==> src/rtl/vpifo_task_dispatcher_pkg.sv <==
// Shared task record and tree-to-level mapping for the virtual-PIFO task dispatcher.
// These constants must agree with the parameters the dispatcher top is built with.
package vpifo_pkg;

    localparam int PTW       = 16;
    localparam int MTW       = 0;
    localparam int LEVEL     = 4;
    localparam int TREE_NUM  = 8;
    localparam int TREE_ID_W = $clog2(TREE_NUM);
    localparam int DATA_W    = PTW + MTW;
    localparam int LEVEL_W   = (LEVEL > 1) ? $clog2(LEVEL) : 1;

    typedef struct packed {
        logic                 push;
        logic                 pop;
        logic [TREE_ID_W-1:0] tree_id;
        logic [DATA_W-1:0]    data;
    } task_t;

    localparam int TASK_W = $bits(task_t);

    // Each tree lives on exactly one ring level.
    function automatic logic [LEVEL_W-1:0] home_level(input logic [TREE_ID_W-1:0] tree_id);
        return LEVEL_W'(int'(tree_id) % LEVEL);
    endfunction

endpackage

==> src/rtl/vpifo_task_dispatcher_fifo.sv <==
// Per-port first-word-fall-through task FIFO with a registered ready that
// looks at next-state occupancy, so the producer never sees a stale "not full".
module vpifo_task_fifo
    import vpifo_pkg::*;
#(
    parameter int DEPTH = 8
) (
    input  logic              i_clk,
    input  logic              i_arst_n,
    input  logic              wr_en_i,
    input  logic [TASK_W-1:0] wr_task_i,
    input  logic              rd_en_i,
    output logic [TASK_W-1:0] head_o,
    output logic              empty_o,
    output logic              ready_o
);

    localparam int PTR_W = (DEPTH > 1) ? $clog2(DEPTH) : 1;
    localparam int CNT_W = $clog2(DEPTH + 1);

    logic [TASK_W-1:0] mem_q [DEPTH];
    logic [PTR_W-1:0]  wr_ptr_q, wr_ptr_d;
    logic [PTR_W-1:0]  rd_ptr_q, rd_ptr_d;
    logic [CNT_W-1:0]  count_q, count_d;
    logic              ready_q, ready_d;
    logic              full_d;

    always_comb begin
        wr_ptr_d = wr_ptr_q;
        rd_ptr_d = rd_ptr_q;
        count_d  = count_q;
        if (wr_en_i) begin
            wr_ptr_d = wr_ptr_q + 1'b1;
        end
        if (rd_en_i) begin
            rd_ptr_d = rd_ptr_q + 1'b1;
        end
        if (wr_en_i && !rd_en_i) begin
            count_d = count_q + 1'b1;
        end else if (!wr_en_i && rd_en_i) begin
            count_d = count_q - 1'b1;
        end
        full_d  = (count_d == CNT_W'(DEPTH));
        ready_d = ~full_d;
    end

    always_ff @(posedge i_clk or negedge i_arst_n) begin
        if (!i_arst_n) begin
            wr_ptr_q <= '0;
            rd_ptr_q <= '0;
            count_q  <= '0;
            ready_q  <= 1'b0;
        end else begin
            wr_ptr_q <= wr_ptr_d;
            rd_ptr_q <= rd_ptr_d;
            count_q  <= count_d;
            ready_q  <= ready_d;
        end
    end

    // Storage is SRAM-like: contents are meaningless until counted in, so no reset.
    always_ff @(posedge i_clk) begin
        if (wr_en_i) begin
            mem_q[wr_ptr_q] <= wr_task_i;
        end
    end

    assign head_o  = mem_q[rd_ptr_q];
    assign empty_o = (count_q == '0);
    assign ready_o = ready_q;

endmodule

==> src/rtl/vpifo_task_dispatcher.sv <==
// Ingress scheduler for the virtual-PIFO ring: per-port task FIFOs, per-level
// round-robin arbitration and a per-tree issue-gap guard feeding the ring's rpu_* inputs.
module vpifo_task_dispatcher #(
    parameter int PTW        = 16,
    parameter int MTW        = 0,
    parameter int LEVEL      = 4,
    parameter int TREE_NUM   = 8,
    parameter int N_PORT     = 4,
    parameter int FIFO_DEPTH = 8,
    parameter int ISSUE_GAP  = 4
) (
    input  logic                                       i_clk,
    input  logic                                       i_arst_n,
    input  logic [N_PORT-1:0]                          i_task_valid,
    output logic [N_PORT-1:0]                          o_task_ready,
    input  logic [N_PORT-1:0]                          i_task_push,
    input  logic [N_PORT-1:0]                          i_task_pop,
    input  logic [N_PORT-1:0][$clog2(TREE_NUM)-1:0]    i_task_tree_id,
    input  logic [N_PORT-1:0][PTW+MTW-1:0]             i_task_data,
    input  logic [LEVEL-1:0]                           i_slot_busy,
    output logic [LEVEL-1:0]                           o_rpu_push,
    output logic [LEVEL-1:0]                           o_rpu_pop,
    output logic [LEVEL-1:0][$clog2(TREE_NUM)-1:0]     o_rpu_tree_id,
    output logic [LEVEL-1:0][PTW+MTW-1:0]              o_rpu_push_data,
    output logic [N_PORT-1:0]                          o_fifo_empty,
    output logic [15:0]                                o_err_cnt
);

    import vpifo_pkg::*;

    localparam int TIDW   = $clog2(TREE_NUM);
    localparam int DW     = PTW + MTW;
    localparam int PORT_W = (N_PORT > 1) ? $clog2(N_PORT) : 1;
    localparam int HZW    = $clog2(ISSUE_GAP + 1);

    logic [N_PORT-1:0]              accept;
    logic [N_PORT-1:0]              null_task;
    logic [N_PORT-1:0]              fifo_wr;
    logic [N_PORT-1:0]              fifo_rd;
    logic [N_PORT-1:0]              fifo_ready;
    logic [N_PORT-1:0]              fifo_empty;
    logic [N_PORT-1:0]              eligible;
    task_t                          head       [N_PORT];
    logic [LEVEL_W-1:0]             head_level [N_PORT];

    logic [LEVEL-1:0]               grant_valid;
    logic [LEVEL-1:0][PORT_W-1:0]   grant_port;
    task_t                          grant_task [LEVEL];

    logic [LEVEL-1:0][PORT_W-1:0]   rr_q, rr_d;
    logic [TREE_NUM-1:0][HZW-1:0]   hazard_q, hazard_d;
    logic [15:0]                    err_q, err_d;
    logic [LEVEL-1:0]               push_q, pop_q;
    logic [LEVEL-1:0][TIDW-1:0]     tree_q;
    logic [LEVEL-1:0][DW-1:0]       data_q;

    // Null tasks complete the handshake but never occupy a FIFO entry.
    for (genvar p = 0; p < N_PORT; p++) begin : g_port
        task_t             in_task;
        logic [TASK_W-1:0] head_bits;

        assign in_task = '{push:    i_task_push[p],
                           pop:     i_task_pop[p],
                           tree_id: i_task_tree_id[p],
                           data:    i_task_data[p]};

        assign null_task[p] = ~(i_task_push[p] | i_task_pop[p]);
        assign accept[p]    = i_task_valid[p] & fifo_ready[p];
        assign fifo_wr[p]   = accept[p] & ~null_task[p];

        vpifo_task_fifo #(
            .DEPTH (FIFO_DEPTH)
        ) u_fifo (
            .i_clk     (i_clk),
            .i_arst_n  (i_arst_n),
            .wr_en_i   (fifo_wr[p]),
            .wr_task_i (in_task),
            .rd_en_i   (fifo_rd[p]),
            .head_o    (head_bits),
            .empty_o   (fifo_empty[p]),
            .ready_o   (fifo_ready[p])
        );

        assign head[p]       = task_t'(head_bits);
        assign head_level[p] = home_level(head[p].tree_id);
        assign eligible[p]   = ~fifo_empty[p]
                             & (hazard_q[head[p].tree_id] == '0)
                             & ~i_slot_busy[head_level[p]];
    end

    // Per level, the first eligible port at or after rr_q wins.
    always_comb begin : arb_comb
        logic [PORT_W-1:0] idx;
        idx         = '0;
        grant_valid = '0;
        grant_port  = '0;
        for (int l = 0; l < LEVEL; l++) begin
            for (int k = 0; k < N_PORT; k++) begin
                idx = PORT_W'((int'(rr_q[l]) + k) % N_PORT);
                if (!grant_valid[l] && eligible[idx] && (head_level[idx] == LEVEL_W'(l))) begin
                    grant_valid[l] = 1'b1;
                    grant_port[l]  = idx;
                end
            end
        end
    end

    always_comb begin
        fifo_rd = '0;
        for (int l = 0; l < LEVEL; l++) begin
            grant_task[l] = head[grant_port[l]];
            if (grant_valid[l]) begin
                fifo_rd[grant_port[l]] = 1'b1;
            end
        end
    end

    // A tree maps to one level, so at most one grant per tree per cycle.
    always_comb begin
        rr_d     = rr_q;
        hazard_d = hazard_q;
        for (int t = 0; t < TREE_NUM; t++) begin
            if (hazard_q[t] != '0) begin
                hazard_d[t] = hazard_q[t] - 1'b1;
            end
        end
        for (int l = 0; l < LEVEL; l++) begin
            if (grant_valid[l]) begin
                rr_d[l]                           = PORT_W'((int'(grant_port[l]) + 1) % N_PORT);
                hazard_d[grant_task[l].tree_id]   = HZW'(ISSUE_GAP - 1);
            end
        end
    end

    always_comb begin : err_comb
        logic [16:0] sum;
        sum = {1'b0, err_q};
        for (int p = 0; p < N_PORT; p++) begin
            if (accept[p] && null_task[p]) begin
                sum = sum + 17'd1;
            end
        end
        err_d = sum[16] ? 16'hFFFF : sum[15:0];
    end

    // Strobes pulse for one cycle; tree/data hold between issues.
    always_ff @(posedge i_clk or negedge i_arst_n) begin
        if (!i_arst_n) begin
            rr_q     <= '0;
            hazard_q <= '0;
            err_q    <= '0;
            push_q   <= '0;
            pop_q    <= '0;
            tree_q   <= '0;
            data_q   <= '0;
        end else begin
            rr_q     <= rr_d;
            hazard_q <= hazard_d;
            err_q    <= err_d;
            for (int l = 0; l < LEVEL; l++) begin
                push_q[l] <= grant_valid[l] & grant_task[l].push;
                pop_q[l]  <= grant_valid[l] & grant_task[l].pop;
                if (grant_valid[l]) begin
                    tree_q[l] <= grant_task[l].tree_id;
                    data_q[l] <= grant_task[l].data;
                end
            end
        end
    end

    assign o_task_ready    = fifo_ready;
    assign o_fifo_empty    = fifo_empty;
    assign o_rpu_push      = push_q;
    assign o_rpu_pop       = pop_q;
    assign o_rpu_tree_id   = tree_q;
    assign o_rpu_push_data = data_q;
    assign o_err_cnt       = err_q;

endmodule

==> config.mk <==
export PLATFORM = sky130hd
export DESIGN_NAME = vpifo_task_dispatcher
export DESIGN_NICKNAME = d
export VERILOG_FILES = /design/src/rtl/vpifo_task_dispatcher_pkg.sv /design/src/rtl/vpifo_task_dispatcher_fifo.sv /design/src/rtl/vpifo_task_dispatcher.sv
export SDC_FILE = /design/constraint.sdc
export NUM_CORES = 1
export LEC_CHECK = 0
export CORE_ASPECT_RATIO = 0.9
export CORE_MARGIN = 3
export CORE_UTILIZATION = 55
export CTS_CLUSTER_DIAMETER = 50
export DETAILED_ROUTE_END_ITERATION = 10
export GPL_TIMING_DRIVEN = 0
export PLACE_DENSITY = 0.77
export SYNTH_ARGS = -nofsm -noshare
export SYNTH_HDL_FRONTEND = slang
export SYNTH_SLANG_ARGS = --single-unit
==> constraint.sdc <==
create_clock -name i_clk -period 11.8 [get_ports i_clk]
set_input_delay 1.18 -clock i_clk [delete_from_list [all_inputs] [get_ports i_clk]]
set_output_delay 1.18 -clock i_clk [all_outputs]
set_load 0.03 [all_outputs]
# Word level (Yosys, flattened, before mapping)
# Memories as Yosys holds them, arrays and structs flattened.
# Index checks and enable logic that the tools add are counted.
word_totals:
  ff_bits: 176
  ramBits: 672
  input_bits: 94
  out_inout_bits: 108
  word_cells: 523
  n_memories: 4
op_classes:
  n_addsub: 44
  order_cmp: 60
  n_eq_ne: 16
  muxes: 193
  bitwise: 79
  n_reduce_logical: 88
mem_list:
  columns: ["name", "depth", "width", "read_ports", "rd_clocked_by_memory_dff", "write_ports", "line", "source"]
  rows:
  - ["g_port[0].u_fifo.mem_q", 8, 21, 1, 0, 1, "vpifo_task_dispatcher_fifo.sv:21", "logic [TASK_W-1:0] mem_q [DEPTH];"]
  - ["g_port[1].u_fifo.mem_q", 8, 21, 1, 0, 1, "vpifo_task_dispatcher_fifo.sv:21", null]
  - ["g_port[2].u_fifo.mem_q", 8, 21, 1, 0, 1, "vpifo_task_dispatcher_fifo.sv:21", null]
  - ["g_port[3].u_fifo.mem_q", 8, 21, 1, 0, 1, "vpifo_task_dispatcher_fifo.sv:21", null]
ops:
  columns: ["cell", "n"]
  rows:
  - ["21-bit binary-select mux with 2-bit select", 4]
  - ["21-bit 2-to-1 mux", 8]
  - ["2-bit 2-to-1 mux", 48]
  - ["24-bit 2-to-1 mux", 4]
  - ["2-bit by 3-bit less-than comparator with 1-bit output (second input constant)", 24]
  - ["17-bit 2-to-1 mux", 4]
  - ["2-bit binary-select mux with 2-bit select", 16]
  - ["16-bit bitwise OR", 4]
  - ["3-bit >= comparator (second input constant)", 20]
  - ["2-bit NOT with 3-bit output", 20]
  - ["17-bit by 1-bit adder with 17-bit output (second input constant)", 3]
  - ["1-bit logical AND", 48]
  - ["1-bit 2-to-1 mux", 48]
  - ["3-bit 2-to-1 mux", 16]
  - ["4-bit 2-to-1 mux", 12]
  - ["1-bit binary-select mux with 2-bit select", 20]
  - ["3-bit binary-select mux with 3-bit select", 4]
  - ["3-bit demux with 3-bit select", 4]
  - ["8-bit bitwise AND", 4]
  - ["3-bit by 4-bit less-than comparator with 1-bit output (second input constant)", 8]
  - ["8-bit NOT", 4]
  - ["3-bit by 1-bit adder with 3-bit output (second input constant)", 8]
  - ["1-bit bitwise AND", 24]
  - ["3-bit nonzero test", 8]
  - ["20 further kinds", 117]

# Depth between registers and ports, before layout
# An unclocked memory read counts as a cell.
depth:
  word_depth: 39
  mapped_depth: 20
  mapped_depth_nobuf: 18

# Cells and area by module
# A second synthesis with hierarchy kept.
hier_totals:
  hier_cells: 2321
  hier_area_um2: 38678.3
by_module_without_submodules:
  columns: ["module", "instances", "cells_per_inst", "area_per_inst_um2", "seq_area_each_um2"]
  rows:
  - ["vpifo_task_fifo at g_port[1].u_fifo ...", 2, 305, 7070.5, 5320.1]
  - ["vpifo_task_dispatcher", 1, 1100, 10357.4, 3303.2]
  - ["vpifo_task_fifo at g_port[2].u_fifo", 1, 305, 7104.3, 5320.1]
  - ["vpifo_task_fifo at g_port[0].u_fifo", 1, 306, 7075.5, 5320.1]

# Worst setup path after synthesis
# Ideal clock, no wire load.
synth_timing:
  path_kind: "input to register"
  start: "input i_task_pop[0]"
  end: "register err_q[8], in the netlist o_err_cnt[8]"
  setup_time_ps: 67
  t_arrival_ps: 4703
  required_ps: 11733
  path_slack_ps: 7030
  cell_stages: 19
  n_path_buf: 2
  path_cell_list: "nor4bb_1 > buf_2 > mux2i_1 > inv_1 > ha_1 > nor2_1 > a21oi_1 > ha_1 > nand2_1 > a2111oi_2 > nand4_1 > nor3b_1 > nand4_1 > nor4_1 > o21ai_1 > a211oi_2 > a31oi_2 > buf_2 > nand2_1"
synth_between:
  elab_chain_len: 11
synth_rtl:
  columns: ["item", "line", "source"]
  rows:
  - ["from (decl)", "vpifo_task_dispatcher.sv:17", "input logic [N_PORT-1:0] i_task_pop,"]
  - ["1-bit bitwise OR *", "vpifo_task_dispatcher.sv:67", "assign null_task[p] = ~(i_task_push[p] | i_task_pop[p]);"]
  - ["1-bit NOT *", "vpifo_task_dispatcher.sv:67", null]
  - ["1-bit logical AND *", "vpifo_task_dispatcher.sv:139", "if (accept[p] && null_task[p]) begin"]
  - ["17-bit 2-to-1 mux *", "vpifo_task_dispatcher.sv:139", null]
  - ["17-bit by 1-bit adder with 17-bit output", "vpifo_task_dispatcher.sv:140", "sum = sum + 17'd1;"]
  - ["17-bit 2-to-1 mux *", "vpifo_task_dispatcher.sv:139", null]
  - ["17-bit by 1-bit adder with 17-bit output", "vpifo_task_dispatcher.sv:140", null]
  - ["17-bit 2-to-1 mux *", "vpifo_task_dispatcher.sv:139", null]
  - ["17-bit by 1-bit adder with 17-bit output", "vpifo_task_dispatcher.sv:140", null]
  - ["17-bit 2-to-1 mux *", "vpifo_task_dispatcher.sv:139", null]
  - ["16-bit 2-to-1 mux *", "vpifo_task_dispatcher.sv:143", "err_d = sum[16] ? 16'hFFFF : sum[15:0];"]
  - ["named net err_d[8]", "vpifo_task_dispatcher.sv:52", "logic [15:0] err_q, err_d;"]
  - ["to (signal assigned)", "vpifo_task_dispatcher.sv:159", "err_q <= err_d;"]
  - ["to (decl)", "vpifo_task_dispatcher.sv:52", null]
# Mark *: on every way through the listed nets, which the timed path passes. The rest lies on a longest branch.
# A chain may end at the register's enable or synchronous reset.

# Final worst setup path
layout_timing:
  start: "register g_port[1].u_fifo.rd_ptr_q[0]"
  end: "register g_port[0].u_fifo.ready_q"
layout_between:
  elab_chain_len: 38
  word_cells_on_any_way: 211
  cone_classes: "order compare (8); eq/ne (13); mux (130); bitwise (7); reduce/logical (52); memory (1)"
layout_rtl:
  columns: ["item", "line", "source"]
  rows:
  - ["from (decl)", "vpifo_task_dispatcher_fifo.sv:23", "logic [PTR_W-1:0] rd_ptr_q, rd_ptr_d;"]
  - ["from (signal assigned)", "vpifo_task_dispatcher_fifo.sv:55", "rd_ptr_q <= rd_ptr_d;"]
  - ["memory read 8 x 21 bit *", null, null]
  - ["3-bit binary-select mux with 3-bit select", "vpifo_task_dispatcher.sv:87", "& (hazard_q[head[p].tree_id] == '0)"]
  - ["3-bit 2-to-1 mux (implied by the code)", "vpifo_task_dispatcher.sv:87", null]
  - ["3-bit zero test", "vpifo_task_dispatcher.sv:87", null]
  - ["1-bit bitwise AND", "vpifo_task_dispatcher.sv:87", null]
  - ["1-bit bitwise AND", "vpifo_task_dispatcher.sv:88", "& ~i_slot_busy[head_level[p]];"]
  - ["1-bit binary-select mux with 2-bit select", "vpifo_task_dispatcher.sv:100", "if (!grant_valid[l] && eligible[idx] && (head_level[idx] == LEVEL_W'(l))) begin"]
  - ["1-bit 2-to-1 mux (implied by the code)", "vpifo_task_dispatcher.sv:100", null]
  - ["(+23 left out)", null, null]
  - ["4-bit bitwise OR (no line)", null, null]
  - ["4-bit 2-to-1 mux *", "vpifo_task_dispatcher.sv:112", "if (grant_valid[l]) begin"]
  - ["1-bit logical AND or 1-bit zero test (tied branches)", "vpifo_task_dispatcher_fifo.sv:40, vpifo_task_dispatcher_fifo.sv:38", null]
  - ["4-bit 2-to-1 mux or 1-bit logical AND (tied branches)", "vpifo_task_dispatcher_fifo.sv:40, vpifo_task_dispatcher_fifo.sv:38", null]
  - ["4-bit 2-to-1 mux *", "vpifo_task_dispatcher_fifo.sv:38", "if (wr_en_i && !rd_en_i) begin"]
  - ["4-bit == test *", "vpifo_task_dispatcher_fifo.sv:43", "full_d = (count_d == CNT_W'(DEPTH));"]
  - ["1-bit NOT *", "vpifo_task_dispatcher_fifo.sv:44", "ready_d = ~full_d;"]
  - ["named net g_port[0].u_fifo.ready_d", "vpifo_task_dispatcher_fifo.sv:25", "logic ready_q, ready_d;"]
  - ["to (signal assigned)", "vpifo_task_dispatcher_fifo.sv:57", "ready_q <= ready_d;"]
  - ["to (decl)", "vpifo_task_dispatcher_fifo.sv:25", null]
# Mark *: on every way through the listed nets, which the timed path passes. The rest lies on a longest branch. The select of a mux whose other input is x is not followed.

==> impl_metrics.csv <==
group,metric,value,unit
timing,fin_crit,6340,ps
finish,final_common_cell,"edfxtp_1",
global_routing,grt.overflow.total,0,
timing,fmax,158,MHz
global_routing,antenna_found_initial,9,
finish,multiInputGateArea,12800,sq um
global_routing,grt_pass1_wl,148000,microns
critical_path,crit_arrival,6850,ps
die,ioPinCount,202,
synth,synthCells,2366,
synth,ys_types,84,
critical_path,worst_setup_path_end_kind,"register",
finish,nNetsFinal,2874,
timing,slew_violations,0,
synth,ys_async_sr_fraction,20.8,%
global_routing,first_global_vias,23400,
synth,synthFlopType,"edfxtp_1",
placement,finalWeightedCongestion,0.915,
finish,layout_common_cells,"edfxtp_1, clkdlybuf4s50_1, dfrtp_1, mux4_2",
drt,drt_iter0_markers,2658,
finish,finalNonFillerCells,3723,
critical_path,worst_path_largest_cell_delay,930,ps
synth,syn_nets,2519,
min_path,hold_class,"register to register",
clock_tree,postCtsHoldBufs,0,
synth,ys_seq_area_share,64.5,%
clock_tree,cts_resized,0,
critical_path,slowest_stage,"mux2i_1",
clock_tree,cts_buffers,91,
critical_path,worstPathRequired,12310,ps
clock_tree,cts_root_buf,"clkbuf_16",
clock_tree,cts_tree,"built",
clock_tree,htree_levels,3,
power,ir_worst_vdd,0.182,mV
placement,place_hpwl,70200,microns
placement,port-buffer-count,201,
critical_path,crit_family,"simple AND/OR/NAND/NOR gates",
global_routing,grt.busiest_layer,"met2",
timing,worst_pin_slew,1190,ps
clock_tree,cts_setup_buffers,0,
timing,finalHoldViolations,0,
placement,placed_cells,3548,
timing,finalCritPeriodShare,53.8,%
clock_tree,cts.sink_count,848,
critical_path,path_buf_inv,5,
power,leakage,0.0158,uW
global_routing,track_usage,27.0,%
clock_tree,clk_pin_slew,60,ps
timing,fin_ws,5460,ps
drt,drcViolationCount,0,
clock_tree,clock_latency,650,ps
global_routing,grt_max_degree,98,
die,die_height,256,microns
global_routing,grt_use_met1,38.0,%
global_routing,met2_usage,43.3,%
clock_tree,clockBufferDepth,3,
drt,routed_wl,98000,microns
die,core,67800,sq um
die,die_w,283,microns
timing,setup_viol,0,
global_routing,grt_use_met3,5.44,%
finish,area_delta_synth_final,18.7,%
job,drv_cap,0,
critical_path,critPathLaunchType,"register",
die,dieArea,72500,sq um
synth,synth.avg_cell_area,16.1,sq um
power,power_density,261,nW/um^2
synth,ys_ff_latch,848,
drt,via_count,23000,
drt,drtAntennaViolNets,0,
synth,synth-edff-count,672,
critical_path,crit_chain,"buf_2 > mux4_2 > mux2i_1 > nor3_1 > o21bai_1 > a21oi_1 > o21a_1 > clkbuf_1 > clkinv_1 > buf_1 > ha_1 > inv_1 > o22a_1 > o221ai_4 > or2_2 > or4_1 > o31a_1 > or3_1",
placement,pre_cts_ws,5210,ps
timing,rsz0062_at_grt,"no",
timing,slew_headroom,18.5,%
finish,layout.area.seq,24600,sq um
synth,ys_warn_count,0,
drt,drt-pass1-iter-count,6,
timing,fin_setup_tns,0,ps
drt,detail_route.wl_per_cell,26.3,microns
critical_path,crit_type,"register to register",
finish,final_layout_size_suffix_gt1_share,23.4,%
timing,clock_skew,28.9,ps
finish,fillers,4521,
synth,synth_area,38100,sq um
die,fp-row-count,90,
drt,vias_per_cell,6.18,
die,initial_core_util,56.2,%
critical_path,cp_max_fo,11,
status,status,"finished, final reports clean",
[layout make-up]
| class | count | area share, % |
|---|---|---|
| sequential | 848 | 54.3 |
| multi-input combinational | 1306 | 28.3 |
| timing repair buffer | 262 | 6.12 |
| clock buffer | 123 | 5.71 |
| tap | 920 | 2.54 |
| buffer | 121 | 1.19 |
| clock inverter | 45 | 1.05 |
| inverter | 91 | 0.755 |
| antenna | 7 | 0.0387 |
[per-stage QoR]
| stage | area (sq um) | utilization [%] | total power, uW | hold slack, ps |
|---|---|---|---|---|
| 2_1_floorplan | 38100 | - | 7170 | 458 |
| 3_3_place_gp | 41300 | 60.9 | 8630 | 448 |
| 3_5_place_dp | 42200 | 62.2 | 8920 | 455 |
| 4_1_cts | 45200 | 66.7 | 11800 | 472 |
| 5_1_grt | 45200 | 66.7 | 12300 | 498 |
| 6_report | 45300 | 66.8 | 11800 | 468 |
[cells in the mapped netlist (23+ instances only)]
| master | instances | area share [%] |
|---|---|---|
| dfrtp_1 | 176 | 12 |
| o211ai_1 | 56 | 1.1 |
| nor3_1 | 30 | 0.39 |
| clkbuf_1 | 62 | 0.61 |
| nand2_1 | 118 | 1.2 |
| mux2i_1 | 149 | 3.9 |
| or2_2 | 40 | 0.66 |
| xnor2_1 | 60 | 1.4 |
| inv_1 | 89 | 0.88 |
| nor2_1 | 65 | 0.64 |
| nand2b_1 | 36 | 0.59 |
| mux4_2 | 168 | 9.9 |
| ha_1 | 59 | 1.9 |
| mux2_2 | 149 | 4.4 |
| xor2_1 | 27 | 0.62 |
| o21ai_0 | 65 | 0.85 |
| edfxtp_1 | 672 | 53 |
| and2_1 | 23 | 0.38 |
| a21oi_1 | 26 | 0.34 |
| buf_1 | 25 | 0.25 |
[cell families (layout without fill, tap and decap cells)]
group / after synthesis / count (layout) / synth area share (%)
flip-flops: 848 / 848 / 64.5
buffers and inverters: 212 / 642 / 2.31
multiplexers: 471 / 471 / 18.5
AND/OR/NAND/NOR: 430 / 430 / 5.98
other: 0 / 7 / 0
adder cells (fa/ha/maj): 59 / 59 / 1.94
AO/OA/AOI/OAI: 259 / 259 / 4.76
XOR/XNOR: 87 / 87 / 2.00
[power by group]
group	switching [uW]	internal, uW	leakage (uW)	total, uW
clock network	1200	1670	0.00150	2880
logic	2790	2010	0.00613	4800
registers	353	3790	0.00822	4140
[metal layers]
layer,wire [microns],vias to the layer above
met5,26,-
met4,2720,4
met3,8130,183
met2,47000,1055
met1,40100,11800
li1,-,9938
[flip-flops by register name (all words and copies together) (netlist names)]
signal,cells
g_port.u_fifo.rd_ptr_q,12
rr_q,8
o_rpu_pop,4
g_port.u_fifo.ready_o,4
hazard_q,24
o_rpu_push_data,64
o_rpu_tree_id,12
g_port.u_fifo.count_q,16
g_port.u_fifo.wr_ptr_q,12
g_port.u_fifo.mem_q,672
o_err_cnt,16
o_rpu_push,4
[path summary, 6_finish.rpt]
path	from	end	slack, ps	cells past startpoint
min reg2reg	o_rpu_tree_id[9]$_DFFE_PN0N_	o_rpu_tree_id[9]$_DFFE_PN0N_	470	1
max reg2reg	g_port[1].u_fifo.rd_ptr_q[0]$_DFFE_PN0P_	g_port[0].u_fifo.ready_o$_DFF_PN0_	5460	18
max	g_port[1].u_fifo.rd_ptr_q[0]$_DFFE_PN0P_	g_port[0].u_fifo.ready_o$_DFF_PN0_	5460	18
max in group asynchronous	i_arst_n	o_err_cnt[14]$_DFF_PN0_	10240	2
min	o_rpu_tree_id[9]$_DFFE_PN0N_	o_rpu_tree_id[9]$_DFFE_PN0N_	470	1
min in group asynchronous	i_arst_n	o_rpu_push_data[3]$_DFFE_PN0N_	540	1
Note: power is estimated with default switching activity, not from simulation.
